### src/rtl/mem_port_arbiter_pkg.sv
// Shared constants and types for the instruction/data memory port arbiter.
package mem_port_arbiter_pkg;

  localparam int WORD_SIZE = 16;

  localparam logic [1:0] S_IDLE   = 2'd0;
  localparam logic [1:0] S_ACCESS = 2'd1;
  localparam logic [1:0] S_RESP   = 2'd2;

  typedef enum logic [1:0] {
    IDLE   = S_IDLE,
    ACCESS = S_ACCESS,
    RESP   = S_RESP
  } arb_state_t;

  typedef enum logic {
    GNT_I = 1'b0,
    GNT_D = 1'b1
  } grant_t;

endpackage

### src/rtl/mem_port_arbiter_if.sv
// Pipeline-side fetch/data ports plus the unified memory bus seen by the arbiter.
interface mem_port_arbiter_if;
  import mem_port_arbiter_pkg::*;

  logic [WORD_SIZE-1:0] InstrAddr;
  logic                 InstrReq;
  logic [WORD_SIZE-1:0] InstrIn;
  logic                 InstrWaitreq;

  logic [WORD_SIZE-1:0] DataAddr;
  logic [WORD_SIZE-1:0] DataOut;
  logic                 ReadData;
  logic                 WriteData;
  logic [WORD_SIZE-1:0] DataIn;
  logic                 DataWaitreq;

  logic [WORD_SIZE-1:0] MemAddr;
  logic [WORD_SIZE-1:0] MemWrData;
  logic                 MemRead;
  logic                 MemWrite;
  logic [WORD_SIZE-1:0] MemRdData;

  modport slave (
    input  InstrAddr, InstrReq, DataAddr, DataOut, ReadData, WriteData, MemRdData,
    output InstrIn, InstrWaitreq, DataIn, DataWaitreq, MemAddr, MemWrData, MemRead, MemWrite
  );

  modport master (
    output InstrAddr, InstrReq, DataAddr, DataOut, ReadData, WriteData, MemRdData,
    input  InstrIn, InstrWaitreq, DataIn, DataWaitreq, MemAddr, MemWrData, MemRead, MemWrite
  );

endinterface

### src/rtl/mem_arb_latency_counter.sv
// Access latency timer: loaded when an access starts, flags done on the last ACCESS cycle.
module mem_arb_latency_counter #(
  parameter int MEM_LATENCY = 2
) (
  input  logic clk_i,
  input  logic rst_i,
  input  logic load_i,
  input  logic en_i,
  output logic done_o
);

  localparam int CW = $clog2(MEM_LATENCY + 1);

  logic [CW-1:0] cnt_q, cnt_d;

  always_comb begin
    cnt_d = cnt_q;
    if (load_i) begin
      cnt_d = CW'(MEM_LATENCY);
    end else if (en_i && cnt_q != '0) begin
      cnt_d = cnt_q - CW'(1);
    end
  end

  always_ff @(posedge clk_i) begin
    if (rst_i) begin
      cnt_q <= '0;
    end else begin
      cnt_q <= cnt_d;
    end
  end

  assign done_o = en_i && (cnt_q == CW'(1));

endmodule

### src/rtl/mem_port_arbiter.sv
// Shares one single-port memory between fetch and data; data wins unless fetch has starved.
// Define MEM_PORT_ARB_STATS_EN to build the grant/stall performance counters.
module mem_port_arbiter
  import mem_port_arbiter_pkg::*;
#(
  parameter int MEM_LATENCY  = 2,
  parameter int STARVE_LIMIT = 3
) (
  input  logic                Clock,
  input  logic                Reset,
  mem_port_arbiter_if.slave   bus,
  output logic [15:0]         StatInstrGrants,
  output logic [15:0]         StatDataGrants,
  output logic [15:0]         StatStallCycles
);

  localparam int SW = $clog2(STARVE_LIMIT + 1);

  arb_state_t           state_q, state_d;
  grant_t               gnt_q, gnt_d;
  logic                 wr_q, wr_d;
  logic                 first_q, first_d;
  logic [WORD_SIZE-1:0] addr_q, addr_d;
  logic [WORD_SIZE-1:0] wdat_q, wdat_d;
  logic [SW-1:0]        starve_q, starve_d;

  logic i_req, d_req, any_req, pick_i;
  logic cnt_load, cnt_done;
  logic in_access, in_resp;
  logic i_done, d_done;
  logic instr_wait, data_wait;

  assign i_req   = bus.InstrReq;
  assign d_req   = bus.ReadData | bus.WriteData;
  assign any_req = i_req | d_req;
  assign pick_i  = i_req && (!d_req || (starve_q == SW'(STARVE_LIMIT)));

  always_comb begin
    state_d  = state_q;
    gnt_d    = gnt_q;
    wr_d     = wr_q;
    first_d  = first_q;
    addr_d   = addr_q;
    wdat_d   = wdat_q;
    starve_d = starve_q;
    cnt_load = 1'b0;
    case (state_q)
      IDLE: begin
        if (any_req) begin
          state_d  = ACCESS;
          first_d  = 1'b1;
          cnt_load = 1'b1;
          if (pick_i) begin
            gnt_d    = GNT_I;
            wr_d     = 1'b0;
            addr_d   = bus.InstrAddr;
            wdat_d   = '0;
            starve_d = '0;
          end else begin
            gnt_d  = GNT_D;
            wr_d   = bus.WriteData;
            addr_d = bus.DataAddr;
            wdat_d = bus.DataOut;
            // pick_i is forced at the limit, so this cannot overflow
            if (i_req) begin
              starve_d = starve_q + SW'(1);
            end
          end
        end
      end
      ACCESS: begin
        first_d = 1'b0;
        if (cnt_done) begin
          state_d = RESP;
        end
      end
      RESP: begin
        state_d = IDLE;
      end
      default: begin
        state_d = IDLE;
      end
    endcase
  end

  always_ff @(posedge Clock) begin
    if (Reset) begin
      state_q  <= IDLE;
      gnt_q    <= GNT_I;
      wr_q     <= 1'b0;
      first_q  <= 1'b0;
      addr_q   <= '0;
      wdat_q   <= '0;
      starve_q <= '0;
    end else begin
      state_q  <= state_d;
      gnt_q    <= gnt_d;
      wr_q     <= wr_d;
      first_q  <= first_d;
      addr_q   <= addr_d;
      wdat_q   <= wdat_d;
      starve_q <= starve_d;
    end
  end

  mem_arb_latency_counter #(
    .MEM_LATENCY (MEM_LATENCY)
  ) u_lat (
    .clk_i  (Clock),
    .rst_i  (Reset),
    .load_i (cnt_load),
    .en_i   (state_q == ACCESS),
    .done_o (cnt_done)
  );

  // Every output is forced low while Reset is high, whatever the FSM holds.
  assign in_access = (state_q == ACCESS) && !Reset;
  assign in_resp   = (state_q == RESP) && !Reset;

  assign i_done = in_resp && (gnt_q == GNT_I) && i_req;
  assign d_done = in_resp && (gnt_q == GNT_D) && d_req;

  assign instr_wait = !Reset && i_req && !i_done;
  assign data_wait  = !Reset && d_req && !d_done;

  assign bus.MemRead      = in_access && first_q && !wr_q;
  assign bus.MemWrite     = in_access && first_q && wr_q;
  assign bus.MemAddr      = in_access ? addr_q : '0;
  assign bus.MemWrData    = (in_access && wr_q) ? wdat_q : '0;
  assign bus.InstrIn      = i_done ? bus.MemRdData : '0;
  assign bus.DataIn       = (d_done && !wr_q) ? bus.MemRdData : '0;
  assign bus.InstrWaitreq = instr_wait;
  assign bus.DataWaitreq  = data_wait;

`ifdef MEM_PORT_ARB_STATS_EN
  logic [15:0] stat_i_q, stat_d_q, stat_s_q;

  always_ff @(posedge Clock) begin
    if (Reset) begin
      stat_i_q <= '0;
      stat_d_q <= '0;
      stat_s_q <= '0;
    end else begin
      if (i_done) stat_i_q <= stat_i_q + 16'd1;
      if (d_done) stat_d_q <= stat_d_q + 16'd1;
      if (instr_wait || data_wait) stat_s_q <= stat_s_q + 16'd1;
    end
  end

  assign StatInstrGrants = stat_i_q;
  assign StatDataGrants  = stat_d_q;
  assign StatStallCycles = stat_s_q;
`else
  assign StatInstrGrants = '0;
  assign StatDataGrants  = '0;
  assign StatStallCycles = '0;
`endif

endmodule
### src/flat_wrapper.sv
// flat-port wrapper written by rule: the top's interface ports become plain ports
module mem_port_arbiter_flat import mem_port_arbiter_pkg::*;
#(
  parameter int MEM_LATENCY  = 2,
  parameter int STARVE_LIMIT = 3
)
  (Clock, Reset, StatInstrGrants, StatDataGrants, StatStallCycles, bus_InstrAddr, bus_InstrReq, bus_DataAddr, bus_DataOut, bus_ReadData, bus_WriteData, bus_MemRdData, bus_InstrIn, bus_InstrWaitreq, bus_DataIn, bus_DataWaitreq, bus_MemAddr, bus_MemWrData, bus_MemRead, bus_MemWrite);
  mem_port_arbiter_if bus_i ();
  input  logic Clock;
  input  logic Reset;
  output logic [15:0] StatInstrGrants;
  output logic [15:0] StatDataGrants;
  output logic [15:0] StatStallCycles;
  input wire logic [$bits(bus_i.InstrAddr)-1:0] bus_InstrAddr;
  input wire logic [$bits(bus_i.InstrReq)-1:0] bus_InstrReq;
  input wire logic [$bits(bus_i.DataAddr)-1:0] bus_DataAddr;
  input wire logic [$bits(bus_i.DataOut)-1:0] bus_DataOut;
  input wire logic [$bits(bus_i.ReadData)-1:0] bus_ReadData;
  input wire logic [$bits(bus_i.WriteData)-1:0] bus_WriteData;
  input wire logic [$bits(bus_i.MemRdData)-1:0] bus_MemRdData;
  output wire logic [$bits(bus_i.InstrIn)-1:0] bus_InstrIn;
  output wire logic [$bits(bus_i.InstrWaitreq)-1:0] bus_InstrWaitreq;
  output wire logic [$bits(bus_i.DataIn)-1:0] bus_DataIn;
  output wire logic [$bits(bus_i.DataWaitreq)-1:0] bus_DataWaitreq;
  output wire logic [$bits(bus_i.MemAddr)-1:0] bus_MemAddr;
  output wire logic [$bits(bus_i.MemWrData)-1:0] bus_MemWrData;
  output wire logic [$bits(bus_i.MemRead)-1:0] bus_MemRead;
  output wire logic [$bits(bus_i.MemWrite)-1:0] bus_MemWrite;
  assign bus_i.InstrAddr = bus_InstrAddr;
  assign bus_i.InstrReq = bus_InstrReq;
  assign bus_i.DataAddr = bus_DataAddr;
  assign bus_i.DataOut = bus_DataOut;
  assign bus_i.ReadData = bus_ReadData;
  assign bus_i.WriteData = bus_WriteData;
  assign bus_i.MemRdData = bus_MemRdData;
  assign bus_InstrIn = bus_i.InstrIn;
  assign bus_InstrWaitreq = bus_i.InstrWaitreq;
  assign bus_DataIn = bus_i.DataIn;
  assign bus_DataWaitreq = bus_i.DataWaitreq;
  assign bus_MemAddr = bus_i.MemAddr;
  assign bus_MemWrData = bus_i.MemWrData;
  assign bus_MemRead = bus_i.MemRead;
  assign bus_MemWrite = bus_i.MemWrite;
  mem_port_arbiter #(.MEM_LATENCY(MEM_LATENCY), .STARVE_LIMIT(STARVE_LIMIT)) u_core (.Clock(Clock), .Reset(Reset), .bus(bus_i), .StatInstrGrants(StatInstrGrants), .StatDataGrants(StatDataGrants), .StatStallCycles(StatStallCycles));
endmodule
### config.mk
export PLATFORM = sky130hd
export DESIGN_NAME = mem_port_arbiter_flat
export DESIGN_NICKNAME = d
export VERILOG_FILES = /design/src/rtl/mem_port_arbiter_pkg.sv /design/src/rtl/mem_port_arbiter_if.sv /design/src/rtl/mem_arb_latency_counter.sv /design/src/rtl/mem_port_arbiter.sv /design/src/flat_wrapper.sv
export SDC_FILE = /design/constraint.sdc
export NUM_CORES = 1
export LEC_CHECK = 0
export CORE_MARGIN = 10
export CORE_UTILIZATION = 33
export CTS_CLUSTER_SIZE = 28
export DETAILED_ROUTE_END_ITERATION = 16
export GPL_TIMING_DRIVEN = 0
export PLACE_DENSITY = 0.84
export SYNTH_ARGS = -nofsm -noshare
export SYNTH_HDL_FRONTEND = slang
export SYNTH_HIERARCHICAL = 1
export SYNTH_SLANG_ARGS = --single-unit
### constraint.sdc
create_clock -name Clock -period 1.8 [get_ports Clock]
set_clock_uncertainty 0.2 [all_clocks]
set_input_delay 0.36 -clock Clock [delete_from_list [all_inputs] [get_ports Clock]]
set_output_delay 0.36 -clock Clock [all_outputs]
set_load 0.005 [all_outputs]
-- Word-level counts from Yosys, hierarchy flattened
Cells that the tools add are included.
W data, S select, Z words.
- flip-flop bits (word level): 41
- word-level logic and storage cells: 73
- input bits: 69
- equality and inequality tests: 6
- bitwise operators: 3
- reduce and logical (&&, ||, !) cells: 34
- $add $sub $neg: 2
- muxes and demuxes: 19
- operators by type and width (cell ; count):
    $mux W16 ; 6
    $logic_and A1 B1 Y1 ; 18
    $mux W2 ; 6
    $reduce_bool A2 Y1 ; 4
    $reduce_and A2 Y1 ; 3
    $logic_not A1 Y1 ; 5
    $mux W1 ; 5
    $eq A2 B1 Y1 const B ; 2
    $eq A2 B2 Y1 const B ; 2
    $ne A2 B1 Y1 const B ; 2
    $pmux W2 S2 ; 1
    $reduce_and A3 Y1 ; 1
    $add A2 B1 Y2 const B ; 1
    $logic_not A2 Y1 ; 1
    $or A1 B1 Y1 ; 2
    $pmux W1 S2 ; 1
    $reduce_or A2 Y1 ; 1
    $sub A2 B1 Y2 const B ; 1
    $logic_or A1 B1 Y1 ; 1
    $not A1 Y1 ; 1

-- Depth between registers and ports, before layout
Gate-level depths: netlist (run 1).
- depth after elaboration: 6
- gate-level depth with buffers: 8
- mapped depth without buffers: 5

-- By module
Netlist (run 1), hierarchy kept.
- by module, submodules not included (module ; cells each ; times used ; area each (µm²)):
    mem_port_arbiter ; 352 ; 1 ; 2723.9
    mem_arb_latency_counter ; 13 ; 1 ; 125.1

-- Worst setup path before layout (run 1)
OpenSTA, ideal clock, no wires.
- path type: input port to output port
- start: input Reset
- end: output bus_InstrIn[10]
- slack: -0.141 ns
- arrival: 1.381 ns
- buffers on the path: 2
- cell stages on the path: 5
- cell sequence: buf_2 > nand2b_1 > nor4b_4 > clkbuf_1 > and2_1
- word-level cells in the longest chain between the ends: 5
- RTL lines (what ; RTL line ; source):
    from (decl) ; flat_wrapper.sv:10 ; input logic Reset;
    $logic_not A1 Y1 ; mem_port_arbiter.sv:118 ; assign in_resp = (state_q == RESP) && !Reset;
    $logic_and A1 B1 Y1 ; mem_port_arbiter.sv:118 ;
    $logic_and A1 B1 Y1 (2 in a row) ; mem_port_arbiter.sv:120 ; assign i_done = in_resp && (gnt_q == GNT_I) && i_req;
    $mux W16 ; mem_port_arbiter.sv:130 ; assign bus.InstrIn = i_done ? bus.MemRdData : '0;
    to (decl) ; flat_wrapper.sv:21 ; output wire logic [$bits(bus_i.InstrIn)-1:0] bus_InstrIn;
Every way passes these cells.

-- Final worst setup path (run 1)
- start: register u_core.state_q[1]
- end: output bus_MemWrData[10]
- word-level cells in the longest chain between the ends: 4
- RTL lines (what ; RTL line ; source):
    from (decl) ; mem_port_arbiter.sv:19 ; arb_state_t state_q, state_d;
    from (signal assigned) ; mem_port_arbiter.sv:96 ; state_q <= state_d;
    $eq A2 B1 Y1 ; mem_port_arbiter.sv:117 ; assign in_access = (state_q == ACCESS) && !Reset;
    $logic_and A1 B1 Y1 ; mem_port_arbiter.sv:117 ;
    $logic_and A1 B1 Y1 ; mem_port_arbiter.sv:129 ; assign bus.MemWrData = (in_access && wr_q) ? wdat_q : '0;
    $mux W16 ; mem_port_arbiter.sv:129 ;
    to (decl) ; flat_wrapper.sv:26 ; output wire logic [$bits(bus_i.MemWrData)-1:0] bus_MemWrData;
Every way passes these cells.

==> impl_metrics.ini, run 1 <==
[outcome]
status = finished, violations left
violations = setup timing

[setup_path]
r2r_slack_ns = 0
arrival_ns = 1.83
worst-path-max-fanout = 4
crit_required_ns = 1.24
worstPathCellList = nand2b_4 > buf_6 > nor3b_4 > buf_6 > buf_8 > buf_6 > buf_6 > and2_4 > buf_6
r2r_end = u_core/starve_q[0]
crit_slowest_cell = dfxtp_4
end_kind = primary output
worstSetupPathType = flip-flop to primary output
slowest_delay_ns = 0.37
r2r_cells = 6
cp_common_cell = buf_6
startpoint_type = flip-flop
worstReg2RegStart = u_core/state_q[0]

[logic_synthesis]
ys_warn_count = 6
syn_area_um2 = 2850
synth_ff_type = dfxtp_1
syn_area_per_cell_um2 = 7.81
syn-instance-count = 365
synth_area_leader_cell = dfxtp_1
ys_seq_area_share_pct = 28.8
ys_top_cells_by_area = dfxtp_1 29%, and2_1 14%, buf_4 13%, a21oi_1 9.3%, nand3_1 5.6%
synth_top_area_share_pct = 28.8
netlist-cell-type-count = 37
ys_seq_elements = 41
synth_enable_flop_cells = 0
async_reset_ff_share_pct = 0

[pwr]
p_leak_uw = 0.00267
power_density_nw_per_um2 = 514
ir_worst_vdd_mv = 0.319

[sta]
layout_setup_ws_ns = -0.586
hold_viol = 0
period_share_pct = 133
fin_crit_ns = 2.39
worstMarginPinSlew_ns = 0.589
setup_viol_count_final = 69
fmax_ghz = 0.419
whs_ns = 0.0235
slew_headroom_pct = 60.7
rsz0062_at_grt = true
slew_violations = 0

[drt]
ant_nets = 0
drt-pass1-iter-count = 4
wl_per_cell_um = 17.4
highest_layer = met4
wl_mm = 12.8
drt-met1-wl_mm = 4.78
wl_met3_um = 934
drtIter0Drc = 240
vias = 3537
drc_errors = 0
via_per_inst = 4.82
wl_met2_mm = 6.89

[hold_path]
hold_path_end = u_core/u_lat/cnt_q[1]
hold_depth = 2
min-delay-start = Reset
hold_class = input pin to flip-flop

[die]
row_count = 33
die_w_um = 113
start_util_pct = 34.3
die_y_um = 113
ios = 185
die_area_um2 = 12700
core_area_um2 = 8300

[global_routing]
grt_pass1_wl_mm = 19.0
grt_usage_pct = 17.8
antenna_found_initial = 0
first_global_vias = 3684
grt_overflow_total = 0
grt_max_degree = 13

[layout]
register_area_um2 = 827
multi_input_area_um2 = 1980
synthToLayoutAreaGrowth_pct = 102
nNetsFinal = 700
n_fill_cell = 610
diodes = 0
fin_util_pct = 69.2
drive_gt1_share_pct = 49.1

[placed_design]
hpwl_mm = 8.58
numPortBuffers = 135
place_congestion = 0.787

[clock_network]
insertion_delay_ns = 0.30
cts_root_buffer = clkbuf_8
ctsHoldBuffers = 0
cts_buffers = 5
cts_tree = done
clkSinkCount = 41
cts.path.max_buffers = 2
clk_pin_slew_ns = 0.08
htreeDepth = 2

[flow_run]
max_cap_viol_count = 0
[report_power, final]
| group | total, uW | switching, uW | internal, uW |
|---|---|---|---|
| logic | 1260 | 549 | 714 |
| clock network | 605 | 336 | 269 |
| registers | 1090 | 72.0 | 1020 |
[layout make-up]
| class | instances | share of cell area, % |
|---|---|---|
| Clock inverter | 2 | 0.174 |
| Inverter | 5 | 0.370 |
| Tap cell | 105 | 2.29 |
| Buffer | 77 | 10.3 |
| Sequential cell | 41 | 14.4 |
| Multi-Input combinational cell | 288 | 34.4 |
| Timing Repair Buffer | 210 | 36.8 |
| Clock buffer | 6 | 1.26 |
[through the flow]
step	setup slack (ns)	std cells	power, uW	cell area [um2]	setup TNS [ns]
after floorplan	-0.0758	412	1600	3070	-0.676
final	-0.586	734	2960	5750	-28.99
after global routing	-0.654	734	3100	5750	-33.71
after detailed placement	-1.34	652	1950	4560	-94.01
after CTS	-0.613	719	2740	5380	-27.14
after global placement	-1.29	652	1910	4560	-88.20
[cell usage after synthesis, types with 2 or more instances]
| library cell | number |
|---|---|
| a21oi_1 | 53 |
| a311oi_1 | 16 |
| and2_1 | 66 |
| buf_2 | 13 |
| buf_4 | 49 |
| clkbuf_1 | 16 |
| dfxtp_1 | 41 |
| ha_1 | 3 |
| inv_1 | 4 |
| nand2_1 | 6 |
| nand2b_1 | 2 |
| nand3_1 | 32 |
| nor2_1 | 3 |
| nor2_2 | 2 |
| nor3_1 | 2 |
| nor3b_1 | 2 |
| o21ai_1 | 18 |
| o21bai_1 | 16 |
| or2_1 | 2 |
| or3_1 | 2 |
[flip-flops by register name, indices dropped and copies added, names as in the netlist]
signal              cells
u_core/first_q          1
u_core/wr_q             1
u_core/addr_q          16
u_core/state_q          2
u_core/gnt_q            1
u_core/u_lat/cnt_q      2
u_core/starve_q         2
u_core/wdat_q          16
[logic make-up after synthesis]
| logic type | share of synthesized area [%] |
|---|---|
| DFF | 28.8 |
| buffers and inverters | 18.0 |
| xor gates and xnor gates | 0.307 |
| and+or+nand+nor | 27.8 |
| AOI/OAI and AO/OA | 23.6 |
| adders and majority gates | 1.32 |
| other | 0.132 |
[layer usage]
| layer | up-vias | GRT usage [%] |
|---|---|---|
| met4 | 0 | 3.64 |
| li1 | 1702 | - |
| met1 | 1670 | 19.0 |
| met3 | 15 | 5.92 |
| met2 | 150 | 33.0 |
| met5 | - | 0 |
[worst max-delay path by stage]
stage / end / cells after the start / from / slack (ns)
6_report: bus_MemWrData[10] / 9 / u_core/state_q[1] / -0.59
5_1_grt: bus_MemWrData[10] / 9 / u_core/state_q[1] / -0.65
4_1_cts: bus_DataIn[9] / 8 / u_core/state_q[0] / -0.61
3_5_place_dp: bus_InstrIn[10] / 7 / Reset / -1.34
3_3_place_gp: bus_InstrIn[13] / 7 / Reset / -1.29
2_1_floorplan: bus_InstrIn[10] / 5 / Reset / -0.08
[layout by cell type, fill, tap and decap left out, drive strengths merged, types with 2 or more instances in the layout]
master	Yosys	final
nand3	32	32
dfxtp	41	41
a311oi	16	16
nor3b	3	3
nand2b	3	3
nand2	6	6
a21oi	53	53
nor4b	2	2
nor2	5	5
or2	2	2
conb	1	48
inv	5	5
clkinv	0	2
and2	66	66
clkdlybuf4s50	0	64
clkbuf	16	18
buf	62	211
o21ai	18	18
nor3	4	4
or3	2	2
o21bai	17	17
a211oi	2	2
ha	3	3
[timing repair]
action	4_1_cts	5_1_grt
setup buffers	55	24
resized for setup	434	88
setup endpoints to repair	101	94
gates cloned	4	1
pin swaps	51	18
[critical path: cells and delay by family, from the launching register on]
kind                   cells  cell delay, ns
buffers and inverters      6            0.65
DFF                        1            0.37
and+or+nand+nor            3            0.52
No activity file was read; power rests on OpenSTA's default activity.
==> run 2: changes to the inputs <==
- GPL_TIMING_DRIVEN: 0 -> unset
- SKIP_CTS_REPAIR_TIMING: unset -> 1
==> run 2 against run 1 <==
Sequential cell count unchanged. Count of clock-buffer cells in the layout shrank 1. Critical endpoint is now bus_InstrIn[11]. The run still ends with setup timing left. Worst setup slack improved by 0.0044 ns.
==> impl_metrics.ini, run 2 (same netlist as run 1, synthesis figures left out) <==
[setup_path]
worstPathCellList = buf_6 > nor4b_4 > buf_4 > buf_6 > buf_6 > buf_6 > and2_4 > buf_6
cp_common_cell = buf_6
crit_required_ns = 1.24
worst-path-max-fanout = 4
slowest_delay_ns = 0.37
crit_slowest_cell = dfxtp_4
startpoint_type = flip-flop
path_delay_family = buffers and inverters
end_kind = primary output
arrival_ns = 1.82
worstSetupPathType = flip-flop to primary output
crit_buf_inv = 6

[die]
die_area_um2 = 12700
start_util_pct = 34.3
ios = 185
die_y_um = 113
row_count = 33
die_w_um = 113
core_area_um2 = 8300

[clock_network]
cts.path.max_buffers = 2
cts_tree = done
htreeDepth = 2
clk_pin_slew_ns = 0.08
cts_root_buffer = clkbuf_8
insertion_delay_ns = 0.30
clkSinkCount = 41
cts_buffers = 5

[sta]
slew_violations = 0
fmax_ghz = 0.420
layout_setup_ws_ns = -0.581
hold_viol = 0
setup_viol_count_final = 68
rsz0062_at_grt = true
period_share_pct = 132
worstMarginPinSlew_ns = 0.694
tns_ns = -25.79
fin_crit_ns = 2.38
slew_headroom_pct = 53.6

[layout]
drive_gt1_share_pct = 41.0
n_fill_cell = 692
nNetsFinal = 630
diodes = 0
final_common_cell = buf_6
synthToLayoutAreaGrowth_pct = 78.6
top_regs = u_core/addr_q: 16 flops, u_core/wdat_q: 16 flops
mostFrequentLayoutCells = 84 x buf_6, 64 x clkdlybuf4s50_1, 53 x a21oi_1

[pwr]
p_sw_uw = 858
p_seq_share_pct = 40.2
p_total_uw = 2690
internal_power_uw = 1830
power_density_nw_per_um2 = 528
ir_worst_vdd_mv = 0.342
combinationalPowerShare_pct = 37.7
switching_share_pct = 31.9
p_leak_uw = 0.00232
clockPowerShare_pct = 22.1

[drt]
ant_nets = 0
drtIter0Drc = 151
wl_per_cell_um = 17.3
via_per_inst = 4.88
drc_errors = 0
wl_mm = 11.5
vias = 3238
drt-pass1-iter-count = 5

[outcome]
status = finished, violations left
violations = setup timing

[global_routing]
grt_max_degree = 38
first_global_vias = 3107
grt_overflow_total = 0
grt_usage_pct = 14.3
antenna_found_initial = 0
grt_pass1_wl_mm = 15.5

[placed_design]
hpwl_mm = 7.88
place_congestion = 0.746
numPortBuffers = 136

[hold_path]
hold_class = flip-flop to flip-flop

[flow_run]
max_cap_viol_count = 0
[run 2: cell count changes in the layout (fill, tap and decap cells not counted), moves of 6 or more]
cell      before  now
buf_4         79   40
buf_6        107   84
clkbuf_1       9    0
and2_1         9   16
and2_4        57   50
buf_8          6    0
[run 2: power groups by stage]
stage | registers (uW) | logic (uW) | clock network [uW]
floorplan | 1070 | 530 | 0
global placement | 1080 | 837 | 0
detailed placement | 1090 | 863 | 0
CTS | 1070 | 867 | 618
global route | 1090 | 1100 | 655
finish | 1080 | 1010 | 594
[run 2: tightest hold or removal path, cell delays in order (launching register included)]
cell and delay, ns:
dfxtp_1 0.32, nand2_1 0.06, a21oi_1 0.05
[run 2: worst paths after layout]
check | from | to | slack, ns | cells after the start
setup reg to reg | u_core/starve_q[0] | u_core/addr_q[13] | 0.14 | 5
hold / removal | u_core/starve_q[1] | u_core/starve_q[1] | 0.27 | 2
setup / recovery | u_core/state_q[0] | bus_InstrIn[11] | -0.58 | 8
hold reg to reg | u_core/starve_q[1] | u_core/starve_q[1] | 0.27 | 2
[run 2: per-layer routing]
layer | track usage (%) | wire (um) | up-vias
li1 | - | - | 1560
met1 | 15.8 | 4390 | 1517
met2 | 25.7 | 6080 | 144
met3 | 4.97 | 852 | 17
met4 | 3.30 | 191 | 0
met5 | 0 | 0 | -
[run 2: area by class of cell]
type	count	area, um2	area share, %
clock inverter	3	17.5	0.344
timing repair buffer	217	2110	41.6
multi-input combinational	288	1910	37.5
inverter	5	18.8	0.369
clock buffer	5	68.8	1.35
tap	105	131	2.58
sequential	41	830	16.3
[run 2: stage by stage]
step | instance area [um2] | std cells | hold slack [ns] | util (%) | setup WS [ns]
floorplan | 3070 | 412 | 0.233 | - | -0.0758
CTS | 4440 | 618 | 0.278 | 53.6 | -0.896
detailed placement | 4360 | 610 | 0.266 | 52.5 | -0.889
global placement | 4360 | 610 | 0.242 | 52.5 | -0.862
global route | 5090 | 664 | 0.308 | 61.3 | -0.649
finish | 5090 | 664 | 0.274 | 61.3 | -0.581
